File: src/rtl/shared_adder_arbiter_if.sv
// Request/response bundle between requesters, the shared adder arbiter and the result consumer.
// Optional macro SUMADOR_FLAGS_EN adds the resp_cout/resp_ovf result flags.
interface shared_adder_arbiter_if #(
    parameter int unsigned WIDTH = 32,
    parameter int unsigned NREQ  = 3,
    parameter int unsigned IDW   = 2
);
    logic [NREQ-1:0]       req_valid;
    logic [NREQ*WIDTH-1:0] req_a;
    logic [NREQ*WIDTH-1:0] req_b;
    logic [NREQ-1:0]       req_ready;
    logic                  resp_valid;
    logic [WIDTH-1:0]      resp_data;
    logic [IDW-1:0]        resp_id;
    logic                  resp_ready;
`ifdef SUMADOR_FLAGS_EN
    logic                  resp_cout;
    logic                  resp_ovf;
`endif

    modport slave (
        input  req_valid, req_a, req_b, resp_ready,
`ifdef SUMADOR_FLAGS_EN
        output resp_cout, resp_ovf,
`endif
        output req_ready, resp_valid, resp_data, resp_id
    );

    modport master (
        output req_valid, req_a, req_b, resp_ready,
`ifdef SUMADOR_FLAGS_EN
        input  resp_cout, resp_ovf,
`endif
        input  req_ready, resp_valid, resp_data, resp_id
    );
endinterface

File: src/rtl/shared_adder_arbiter.sv
// Round-robin arbiter sequencing NREQ requesters onto one shared WIDTH-bit adder, one op per cycle.
// Optional macro SUMADOR_FLAGS_EN registers carry-out and signed overflow alongside the sum.
module shared_adder_arbiter #(
    parameter int unsigned WIDTH = 32,
    parameter int unsigned NREQ  = 3,
    parameter int unsigned IDW   = 2
) (
    input logic                   clk,
    input logic                   rst_n,
    shared_adder_arbiter_if.slave bus
);
    typedef enum logic {EMPTY = 1'b0, FULL = 1'b1} state_t;

    state_t           r_state;
    state_t           w_state_nxt;
    logic [IDW-1:0]   r_rr_ptr;
    logic [IDW-1:0]   w_rr_ptr_nxt;
    logic [IDW-1:0]   w_gnt_id;
    logic [IDW-1:0]   r_id;
    logic             w_gnt_any;
    logic             w_can_accept;
    logic             w_load;
    logic [NREQ-1:0]  w_ready;
    logic [WIDTH-1:0] w_a;
    logic [WIDTH-1:0] w_b;
    logic [WIDTH-1:0] w_res;
    logic [WIDTH-1:0] r_data;

    // Search from rr_ptr upward modulo NREQ; first valid requester wins.
    always_comb begin
        int unsigned idx;
        idx       = 0;
        w_gnt_any = 1'b0;
        w_gnt_id  = '0;
        for (int unsigned k = 0; k < NREQ; k++) begin
            idx = (32'(r_rr_ptr) + k) % NREQ;
            if (!w_gnt_any && bus.req_valid[idx]) begin
                w_gnt_any = 1'b1;
                w_gnt_id  = IDW'(idx);
            end
        end
    end

    assign w_can_accept = (r_state == EMPTY) || bus.resp_ready;
    assign w_load       = w_can_accept && w_gnt_any && rst_n;

    always_comb begin
        w_ready = '0;
        for (int unsigned k = 0; k < NREQ; k++) begin
            w_ready[k] = w_load && (32'(w_gnt_id) == k);
        end
    end

    assign w_a = bus.req_a[32'(w_gnt_id)*WIDTH +: WIDTH];
    assign w_b = bus.req_b[32'(w_gnt_id)*WIDTH +: WIDTH];

`ifdef SUMADOR_FLAGS_EN
    logic [WIDTH:0] w_sum;
    logic           w_ovf;
    logic           r_cout;
    logic           r_ovf;
    assign w_sum = {1'b0, w_a} + {1'b0, w_b};
    assign w_res = w_sum[WIDTH-1:0];
    assign w_ovf = (w_a[WIDTH-1] == w_b[WIDTH-1]) && (w_sum[WIDTH-1] != w_a[WIDTH-1]);
`else
    assign w_res = w_a + w_b;
`endif

    always_comb begin
        w_state_nxt  = r_state;
        w_rr_ptr_nxt = r_rr_ptr;
        if (w_load) begin
            w_state_nxt  = FULL;
            w_rr_ptr_nxt = (32'(w_gnt_id) == NREQ - 1) ? '0 : w_gnt_id + 1'b1;
        end else if ((r_state == FULL) && bus.resp_ready) begin
            w_state_nxt = EMPTY;
        end
    end

    always_ff @(posedge clk or negedge rst_n) begin
        if (!rst_n) begin
            r_state  <= EMPTY;
            r_rr_ptr <= '0;
        end else begin
            r_state  <= w_state_nxt;
            r_rr_ptr <= w_rr_ptr_nxt;
        end
    end

    // Result registers only move on a grant, so draining or backpressure leaves them untouched.
    always_ff @(posedge clk or negedge rst_n) begin
        if (!rst_n) begin
            r_data <= '0;
            r_id   <= '0;
`ifdef SUMADOR_FLAGS_EN
            r_cout <= 1'b0;
            r_ovf  <= 1'b0;
`endif
        end else if (w_load) begin
            r_data <= w_res;
            r_id   <= w_gnt_id;
`ifdef SUMADOR_FLAGS_EN
            r_cout <= w_sum[WIDTH];
            r_ovf  <= w_ovf;
`endif
        end
    end

    assign bus.req_ready  = w_ready;
    assign bus.resp_valid = (r_state == FULL);
    assign bus.resp_data  = r_data;
    assign bus.resp_id    = r_id;
`ifdef SUMADOR_FLAGS_EN
    assign bus.resp_cout  = r_cout;
    assign bus.resp_ovf   = r_ovf;
`endif
endmodule

File: src/flat_wrapper.sv
// flat-port wrapper written by rule: the top's interface ports become plain ports
module shared_adder_arbiter_flat 
#(
    parameter int unsigned WIDTH = 32,
    parameter int unsigned NREQ  = 3,
    parameter int unsigned IDW   = 2
)
  (clk, rst_n, bus_req_valid, bus_req_a, bus_req_b, bus_resp_ready, bus_req_ready, bus_resp_valid, bus_resp_data, bus_resp_id);
  shared_adder_arbiter_if #(.WIDTH(WIDTH), .NREQ(NREQ), .IDW(IDW)) bus_i ();
  input logic clk;
  input logic rst_n;
  input wire logic [$bits(bus_i.req_valid)-1:0] bus_req_valid;
  input wire logic [$bits(bus_i.req_a)-1:0] bus_req_a;
  input wire logic [$bits(bus_i.req_b)-1:0] bus_req_b;
  input wire logic [$bits(bus_i.resp_ready)-1:0] bus_resp_ready;
  output wire logic [$bits(bus_i.req_ready)-1:0] bus_req_ready;
  output wire logic [$bits(bus_i.resp_valid)-1:0] bus_resp_valid;
  output wire logic [$bits(bus_i.resp_data)-1:0] bus_resp_data;
  output wire logic [$bits(bus_i.resp_id)-1:0] bus_resp_id;
  assign bus_i.req_valid = bus_req_valid;
  assign bus_i.req_a = bus_req_a;
  assign bus_i.req_b = bus_req_b;
  assign bus_i.resp_ready = bus_resp_ready;
  assign bus_req_ready = bus_i.req_ready;
  assign bus_resp_valid = bus_i.resp_valid;
  assign bus_resp_data = bus_i.resp_data;
  assign bus_resp_id = bus_i.resp_id;
  shared_adder_arbiter #(.WIDTH(WIDTH), .NREQ(NREQ), .IDW(IDW)) u_core (.clk(clk), .rst_n(rst_n), .bus(bus_i));
endmodule
File: config.mk
export PLATFORM = sky130hd
export DESIGN_NAME = shared_adder_arbiter_flat
export DESIGN_NICKNAME = d
export VERILOG_FILES = /design/src/rtl/shared_adder_arbiter_if.sv /design/src/rtl/shared_adder_arbiter.sv /design/src/flat_wrapper.sv
export SDC_FILE = /design/constraint.sdc
export NUM_CORES = 1
export LEC_CHECK = 0
export BUFFER_PORTS_ARGS = -buffer_cell sky130_fd_sc_hd__buf_2
export CORE_MARGIN = 2
export CORE_UTILIZATION = 40
export CTS_BUF_LIST = sky130_fd_sc_hd__clkbuf_4
export CTS_CLUSTER_DIAMETER = 30
export DETAILED_ROUTE_END_ITERATION = 8
export MAX_ROUTING_LAYER = met4
export PLACE_DENSITY = 0.76
export RECOVER_POWER = 100
export SYNTH_ARGS = -nofsm -noshare
export SYNTH_HDL_FRONTEND = slang
export SYNTH_SLANG_ARGS = --single-unit
File: constraint.sdc
create_clock -name clk -period 4.3 [get_ports clk]
set_input_delay 0.43 -clock clk [delete_from_list [all_inputs] [get_ports clk]]
set_output_delay 0.43 -clock clk [all_outputs]
set_load 0.01 [all_outputs]
==> results of run 1 <==
final timing paths:
path                            cells after the start                       end  slack, ns               startpoint
worst max register to register                     22  u_core.bus.resp_data[30]       0.04       u_core.r_rr_ptr[0]
max in group asynchronous                           2  u_core.bus.resp_data[26]       2.37                    rst_n
min in group asynchronous                           2  u_core.bus.resp_data[23]       0.75                    rst_n
worst min-delay path                                3     u_core.bus.resp_valid       0.32                    rst_n
worst max-delay path                               22  u_core.bus.resp_data[30]       0.04       u_core.r_rr_ptr[0]
worst min register to register                      2   u_core.bus.resp_data[2]       0.50  u_core.bus.resp_data[2]
power by group through the flow:
stage / registers, mW / clock network (mW) / logic, mW
floorplan: 0.695 / 0 / 3.61
global placement: 0.607 / 0 / 5.42
detailed placement: 0.616 / 0 / 5.47
CTS: 0.609 / 0.254 / 5.66
global route: 0.638 / 0.268 / 7.08
finish: 0.617 / 0.246 / 6.49
sequential cells by signal (all words and copies together), names as in the netlist:
register,count
u_core.bus.resp_valid,1
u_core.bus.resp_data,32
u_core.bus.resp_id,2
u_core.r_rr_ptr,2
layer usage:
layer	vias up	GRT usage (%)	part of all wire, %
li1	2583	-	-
met3	19	4.039	7.5
met5	-	-	0
met2	185	40.76	50
met1	2319	26.27	41
met4	0	5.220	1.7
through the flow:
step / total power [mW] / cell area (um^2)
2_1_floorplan: 4.303 / 4364
3_3_place_gp: 6.027 / 6055
3_5_place_dp: 6.090 / 6055
4_1_cts: 6.519 / 6230
5_1_grt: 7.990 / 6719
6_report: 7.357 / 6719
cell usage after synthesis (5+ instances only):
| cell | count | area, um^2 |
|---|---|---|
| nand2_1 | 105 | 394.1 |
| mux2_2 | 6 | 67.56 |
| buf_2 | 6 | 30.03 |
| dfrtp_1 | 37 | 925.9 |
| inv_1 | 17 | 63.81 |
| o31ai_1 | 6 | 45.04 |
| buf_4 | 6 | 45.04 |
| a21oi_1 | 28 | 140.1 |
| o21ai_0 | 101 | 505.5 |
| ha_1 | 35 | 437.9 |
| clkbuf_1 | 14 | 52.55 |
| mux2i_1 | 65 | 650.6 |
| xor2_1 | 13 | 113.9 |
| a21o_1 | 16 | 120.1 |
| and3_2 | 5 | 37.54 |
| xnor2_1 | 15 | 131.4 |
cell type report:
cell class,instances,area share [%]
clock buffer,5,0.5587
inverter,17,0.9870
clock inverter,3,0.6145
multi-input combinational,468,51.79
timing repair buffer,325,29.66
tap,140,2.607
sequential,37,13.78
critical path, cell delays in order (launching register included):
cell,delay [ns]
dfrtp_1,0.41
buf_4,0.14
buf_6,0.12
ha_4,0.17
mux2i_2,0.15
o22ai_2,0.18
mux2_4,0.38
buf_6,0.14
nor2b_4,0.12
buf_6,0.15
clkbuf_16,0.15
nand2_1,0.06
o21ai_0,0.09
ha_1,0.28
and3_4,0.20
a21boi_2,0.17
o211ai_1,0.24
nand3_2,0.11
o211ai_2,0.19
a31oi_2,0.13
o211ai_1,0.23
and3_1,0.20
o31ai_2,0.07
kinds of logic after synthesis:
group / share of synthesized area (%)
flops: 21.23
simple gates: 14.06
compound gates: 27.03
buf+inv: 5.079
fa+ha+maj: 10.50
xor+xnor: 5.624
mux: 16.47
timing repair:
action                                  in CTS  in global routing
setup buffers                                2                 23
gates cloned                                 1                  5
gates resized for setup                     15                101
pin swaps                                    5                 55
endpoints found under the setup margin      10                 19
==> results_dict.tcl, run 1 <==
set metrics [dict create \
    wl_per_cell_um 14.81 \
    cp.arrival_ns 4.47 \
    cts_tree "done" \
    cts.sinks 37 \
    rows 38 \
    pwr-share-seq_pct 8.4 \
    drt_iter0_drc 248 \
    fin_setup_tns_ns 0 \
    grt_max_degree 43 \
    pwr-share-clk_pct 3.3 \
    ant_nets 0 \
    die_x_um 108.4 \
    swShare_pct 46.85 \
    combPwrFrac_pct 88.3 \
    ys_types 58 \
    worstPathRequired_ns 4.51 \
    synth_ff_type "dfrtp_1" \
    synth_area_per_cell_um2 7.899 \
    synth_fp_nets 786 \
    netlist_instances 552 \
    core-area_um2 10750 \
    io_buffer_count 235 \
    grt_util_all_layers_pct 22.70 \
    finalCritPeriodShare_pct 99.05 \
    wl_um 14730 \
    placed_cells 957 \
    hold_path.class "in2reg" \
    start_util_pct 40.58 \
    violations "max-capacitance violations, max-slew violations" \
    drc 0 \
    antenna_found_initial 0 \
    nNetsFinal 1088 \
    num_vias 5106 \
    ir_worst_vdd_v 0.0005024 \
    clk_latency_ns 0.35 \
    layout_common_cells "200 x buf_2, 96 x nand2_1, 70 x buf_4" \
    powerDensity_nw_per_um2 1095 \
    htreeDepth 2 \
    finalSetupViolCount 0 \
    dieHeight_um 108.4 \
    synthArstFlopShare_pct 100.0 \
    synth-edff-count 0 \
    grt_pass1_wl_um 20800 \
    utilization_pct 62.53 \
    critical_path_class "reg2reg" \
    rsz0062_at_grt "true" \
    finalHoldViolCount 0 \
    drt-pass1-iter-count 4 \
    layout_commonest_cell "buf_2" \
    cts_hold_buf 0 \
    power_switching_mw 3.446 \
    cts.clk_slew.worst_paths_ns 0.12 \
    dpl.hpwl_um 11090 \
    status "finished, violations left" \
    drive_gt1_share_pct 44.33 \
    synth_area_um2 4360 \
    ys_seq_elements 37 \
    skew_ns 0.004680 \
    diodes 0 \
    fillers 996 \
    cts_root_buf "clkbuf_4" \
    areaGrowthSynthToFinish_pct 54.09 \
    cts_buffer_depth 2 \
    ff_latch_area_um2 925.9 \
    crit_fanout 6 \
    yosysWarnings 0 \
    cp-start-kind "flop" \
    via_per_inst 5.132 \
    multi_input_area_um2 3480 \
    grt-ovfl-total 0 \
    globalplace.congestion 0.9759 \
    end_kind "flop" \
    stdcell_count 995 \
    grt_pass1_vias 4689 \
    maxCapViolCount 1 \
    maxSlewViolCount 38 \
    cts-buffers-inserted 5 \
    p_int_mw 3.911 \
    pre_cts_ws_ns -0.09212 \
    leakagePower_nw 3.272 \
    worstMarginPinSlew_ns 2.052 \
    setup_slack_ns 0.04084 \
    max_freq_mhz 234.8 \
    hold-worst-slack_ns 0.3194 \
    die_area_um2 11750 \
    pin_count 236 \
    period_needed_ns 4.259 \
    maxSlewHeadroom_pct -36.82 \
    yosysSeqAreaShare_pct 21.23 \
]
Note: power is estimated with default switching activity, not from simulation.
==> run 2: changes to the inputs <==
--- a/config.mk
+++ b/config.mk
@@ -12,6 +12,5 @@
 export CTS_CLUSTER_DIAMETER = 30
 export DETAILED_ROUTE_END_ITERATION = 8
-export MAX_ROUTING_LAYER = met4
-export PLACE_DENSITY = 0.76
+export PLACE_DENSITY = 0.73
 export RECOVER_POWER = 100
 export SYNTH_ARGS = -nofsm -noshare
==> constraint.sdc (replaced) <==
create_clock -name clk -period 4.6 [get_ports clk]
set_input_delay 0.92 -clock clk [delete_from_list [all_inputs] [get_ports clk]]
set_output_delay 0.92 -clock clk [all_outputs]
set_load 0.01 [all_outputs]
==> run 2 against run 1 <==
  * The flow still finishes with violations (max-capacitance violations, max-slew violations)
  * Critical path depth is 1 lower
  * Die area stayed put
  * Sequential share of layout area is 0.88 points higher
  * Largest power group unchanged
  * Highest routed layer unchanged
==> results_dict.tcl, run 2 (synthesized netlist as in run 1, its figures left out) <==
set metrics [dict create \
    die_area_um2 11750 \
    drive_gt1_share_pct 41.94 \
    max_freq_mhz 225.8 \
    core-area_um2 10750 \
    maxCapViolCount 1 \
    grt-ovfl-total 0 \
    layout_common_cells "229 x buf_2, 105 x nand2_1, 90 x o21ai_0" \
    dieHeight_um 108.4 \
    cts.clk_slew.worst_paths_ns 0.13 \
    fin_area_um2 6316 \
    hold_path.class "reg2reg" \
    period_needed_ns 4.428 \
    diodes 0 \
    ant_nets 0 \
    worstPathRequired_ns 4.80 \
    rsz0062_at_grt "true" \
    num_vias 4954 \
    layout_commonest_cell "buf_2" \
    status "finished, violations left" \
    place_area_um2 6075 \
    grt_max_degree 42 \
    finalSetupViolCount 0 \
    powerDensity_nw_per_um2 990.0 \
    antenna_found_initial 0 \
    critical_path_class "reg2reg" \
    wl_um 13340 \
    via_per_inst 5.071 \
    htreeDepth 2 \
    leakagePower_nw 3.192 \
    cp-start-kind "flop" \
    wl_per_cell_um 13.66 \
    cts_root_buf "clkbuf_4" \
    finalHoldViolCount 0 \
    largest_register_ff_count 32 \
    maxSlewViolCount 38 \
    worstMarginPinSlew_ns 1.998 \
    pre_cts_ws_ns -0.1860 \
    setup_slack_ns 0.1716 \
    utilization_pct 58.78 \
    cts_hold_buf 0 \
    violations "max-capacitance violations, max-slew violations" \
    pin_count 236 \
    end_kind "flop" \
    rows 38 \
    cp.arrival_ns 4.63 \
    dpl.hpwl_um 11010 \
    grt_pass1_wl_um 19820 \
    globalplace.congestion 0.8752 \
    nNetsFinal 1071 \
    die_x_um 108.4 \
    skew_ns 0.02441 \
    start_util_pct 40.58 \
    crit_fanout 6 \
    cts.sinks 37 \
    io_buffer_count 235 \
    finalCritPeriodShare_pct 96.27 \
    ir_worst_vdd_v 0.0004930 \
    drc 0 \
    clk_latency_ns 0.35 \
    grt_pass1_vias 4476 \
    drt_iter0_drc 233 \
    fin_setup_tns_ns 0 \
    cts-buffers-inserted 5 \
    drt-pass1-iter-count 4 \
    grt_util_all_layers_pct 20.76 \
    cts_tree "done" \
    cts_buffer_depth 2 \
    maxSlewHeadroom_pct -33.19 \
    areaGrowthSynthToFinish_pct 44.85 \
]
-- run 2: cell count changes in the layout (fill, tap and decap cells not counted), moves of 17 or more --
cell / delta
buf_2: +29
o21ai_1: -17
o21ai_0: +26
clkbuf_1: -29
-- run 2: final cells by class --
class	instances	area, um^2
multi-input cells	468	3302
flip-flops and latches	37	925.9
repair buffers	308	1795
fillers	1033	4429
inverters	17	63.81
clock inverters	1	8.758
clock buffers	6	45.04
well taps	140	175.2
-- run 2: metrics by stage --
stage / std cells / hold slack, ns / total power, mW
detailed placement: 958 / 0.4648 / 5.737
floorplan: 552 / 0.5017 / 4.017
global placement: 958 / 0.4548 / 5.664
finish: 977 / 0.4890 / 6.253
global route: 977 / 0.5139 / 6.838
CTS: 965 / 0.4935 / 5.935
-- run 2: power by group --
group	switching [mW]	internal (mW)
Sequential	0.0836	0.495
Combinational	2.73	2.77
Clock	0.110	0.0641
Total	2.92	3.33
-- run 2: critical path, cell delays in order (launching register included) --
cell,delay (ns)
dfrtp_1,0.44
inv_2,0.08
ha_4,0.30
mux2i_1,0.18
o21ai_1,0.11
o32ai_1,0.28
mux2_4,0.28
clkbuf_16,0.18
buf_4,0.10
mux2i_1,0.21
o21ai_1,0.09
ha_1,0.33
and3_4,0.19
buf_4,0.13
a221oi_2,0.22
o21ai_2,0.13
a31oi_4,0.26
o31ai_4,0.12
a21o_2,0.22
a211o_1,0.28
nand2_1,0.06
o21ai_0,0.07
-- run 2: path summary, 6_finish.rpt --
check,cells past startpoint,end,slack [ns],start
setup / recovery,21,u_core.bus.resp_data[27],0.17,u_core.r_rr_ptr[0]
hold / removal,2,u_core.bus.resp_data[20],0.49,u_core.bus.resp_data[20]
setup reg to reg,21,u_core.bus.resp_data[27],0.17,u_core.r_rr_ptr[0]
hold reg to reg,2,u_core.bus.resp_data[20],0.49,u_core.bus.resp_data[20]
max in group asynchronous,2,u_core.bus.resp_data[27],2.14,rst_n
min in group asynchronous,2,u_core.bus.resp_data[21],1.29,rst_n
-- run 2: repair_timing --
action,4_1_cts,5_1_grt
resized for setup,1,34
buffers inserted,0,11
hold endpoints to repair,0,0
endpoints found under the setup margin,1,15
gates cloned,0,1
pin swaps,0,22
-- run 2: layer usage --
| metal | vias to the layer above | GRT usage, % | part of all wire (%) |
|---|---|---|---|
| met5 | - | 0 | 0 |
| met4 | 0 | 4.396 | 0.97 |
| met3 | 8 | 2.291 | 6.5 |
| met2 | 161 | 39.15 | 51 |
| met1 | 2233 | 25.19 | 42 |
| li1 | 2552 | - | - |
==> run 3: changes to the inputs <==
- CORE_UTILIZATION: 40 -> 28
- PLACE_DENSITY: 0.73 -> not set
==> run 3 against run 2 <==
  * The flow still finishes with violations (max-capacitance violations, max-slew violations)
  * Global-route usage shrank 2.9 points
  * Worst hold slack gained 0.0039 ns
  * Clock-buffer cell count is the same
  * Flip-flop and latch count unchanged
  * Sequential share of layout area down 0.63 points
  * Worst setup slack got worse by 0.012 ns
  * Cell area up 4.6%
  * Clock skew shrank 0.017 ns
  * Utilization fell by 15 points
  * Die area up 41%
  * Register-to-register slack about the same
  * Clock power grew 39%
  * Critical path type unchanged
  * Critical endpoint is now u_core.bus.resp_data[24]
  * Largest power group unchanged
==> results_dict.tcl, run 3 (synthesized netlist as in run 1, its figures left out) <==
set metrics [dict create \
    max_freq_mhz 225.2 \
    cp.arrival_ns 4.68 \
    maxCapViolCount 1 \
    worstMarginPinSlew_ns 2.199 \
    cts.clk_slew.worst_paths_ns 0.12 \
    nNetsFinal 1091 \
    rows 45 \
    cts_buffer_depth 2 \
    drive_gt1_share_pct 40.33 \
    clk_latency_ns 0.35 \
    hold_path.class "reg2reg" \
    fin_area_um2 6609 \
    ant_nets 0 \
    globalplace.congestion 0.8815 \
    drt_iter0_drc 233 \
    num_vias 5013 \
    utilization_pct 43.47 \
    drt-pass1-iter-count 4 \
    grt_pass1_vias 4790 \
    core-area_um2 15200 \
    r2r_end "u_core.bus.resp_data[24]" \
    violations "max-capacitance violations, max-slew violations" \
    place_area_um2 6190 \
    drc 0 \
    maxSlewHeadroom_pct -46.61 \
    skew_ns 0.007285 \
    io_buffer_count 235 \
    min_from "u_core.bus.resp_data[17]" \
    finalSetupViolCount 0 \
    finalHoldViolCount 0 \
    crit_fanout 6 \
    hold-worst-slack_ns 0.4929 \
    grt-ovfl-total 0 \
    grt_util_all_layers_pct 17.83 \
    areaGrowthSynthToFinish_pct 51.56 \
    layout_commonest_cell "buf_2" \
    setup_slack_ns 0.1593 \
    die_area_um2 16590 \
    die_x_um 128.8 \
    cts-buffers-inserted 5 \
    critical_path_class "reg2reg" \
    ir_worst_vdd_v 0.0004030 \
    holdPathStages 2 \
    leakagePower_nw 3.222 \
    cts_hold_buf 0 \
    r2r_start "u_core.r_rr_ptr[1]" \
    r2r_setup_slack_ns 0.16 \
    grt_pass1_wl_um 23520 \
    htreeDepth 2 \
    whs_endpoint "u_core.bus.resp_data[17]" \
    wl_um 15840 \
    worstPathRequired_ns 4.84 \
    finalCritPeriodShare_pct 96.54 \
    status "finished, violations left" \
    r2r_cells 19 \
    period_needed_ns 4.441 \
    powerDensity_nw_per_um2 1010 \
    antenna_found_initial 0 \
    dieHeight_um 128.8 \
    layout_common_cells "198 x buf_2, 105 x nand2_1, 89 x o21ai_0" \
    grt_max_degree 38 \
    pin_count 236 \
    largest_register_ff_count 32 \
    dpl.hpwl_um 12290 \
    via_per_inst 4.788 \
    cp-start-kind "flop" \
    cts.sinks 37 \
    cts_root_buf "clkbuf_4" \
    end_kind "flop" \
    maxSlewViolCount 38 \
    start_util_pct 28.68 \
    cts_tree "done" \
    wl_per_cell_um 15.13 \
    pre_cts_ws_ns -0.2826 \
]
==> run 3: report_power, final <==
part	internal [mW]	total [mW]	switching [mW]
clock network	0.119	0.242	0.123
logic	2.93	5.86	2.93
registers	0.495	0.578	0.0828
==> run 3: per-stage QoR <==
step           total power, mW  setup TNS [ns]  instances
3_3_place_gp             5.826         -0.9195       1015
6_report                 6.678               0       1047
5_1_grt                  7.301        -0.03191       1046
3_5_place_dp             5.868          -1.467       1015
2_1_floorplan            4.017               0        552
4_1_cts                  6.310               0       1029
==> run 3: repair_timing <==
item                                    in CTS  in global routing
endpoints found under the hold margin        0                  0
gates resized for setup                     11                 36
pin swaps                                    5                 18
setup buffers                                4                 15
endpoints found under the setup margin       3                 15
cloned                                       2                  2
==> run 3: how the worst max path moves through the flow <==
stage / startpoint / endpoint / slack, ns
2_1_floorplan: bus_req_valid[2] / u_core.bus.resp_data[16] / 0.11
3_3_place_gp: bus_req_valid[1] / u_core.bus.resp_data[30] / -0.20
3_5_place_dp: bus_req_valid[1] / u_core.bus.resp_data[30] / -0.28
4_1_cts: u_core.r_rr_ptr[1] / u_core.bus.resp_data[30] / 0.005
5_1_grt: u_core.r_rr_ptr[1] / u_core.bus.resp_data[20] / -0.02
6_report: u_core.r_rr_ptr[1] / u_core.bus.resp_data[24] / 0.16
==> run 3: area by class of cell <==
cell class	instances	area, um^2
diodes	1	2.502
clock buffers	6	45.04
clock inverters	2	33.78
fillers	1610	8593
inverters	17	63.81
multi-input cells	469	3363
flip-flops and latches	37	927.1
well taps	188	235.2
repair buffers	327	1938
==> run 3: worst max-delay path, stage by stage, from the launching register on <==
cell and delay, ns:
dfrtp_2 0.47, ha_4 0.30, mux2i_1 0.22, o21ai_2 0.10
o32ai_2 0.30, mux2_4 0.32, buf_8 0.16, mux2i_1 0.18
o21ai_0 0.10, ha_1 0.34, a21o_1 0.21, and2_2 0.21
o211ai_1 0.30, buf_4 0.17, a41oi_1 0.09, or2_1 0.28
a21o_1 0.20, a21oi_2 0.14, xor2_1 0.17, o21ai_1 0.07
==> run 3: routing by layer <==
metal | wire [um] | vias up | global-route usage (%)
met5 | 6 | - | 0
met4 | 251 | 2 | 4.668
met3 | 880 | 20 | 3.035
met2 | 7900 | 156 | 32.52
met1 | 6797 | 2240 | 21.65
li1 | - | 2595 | -
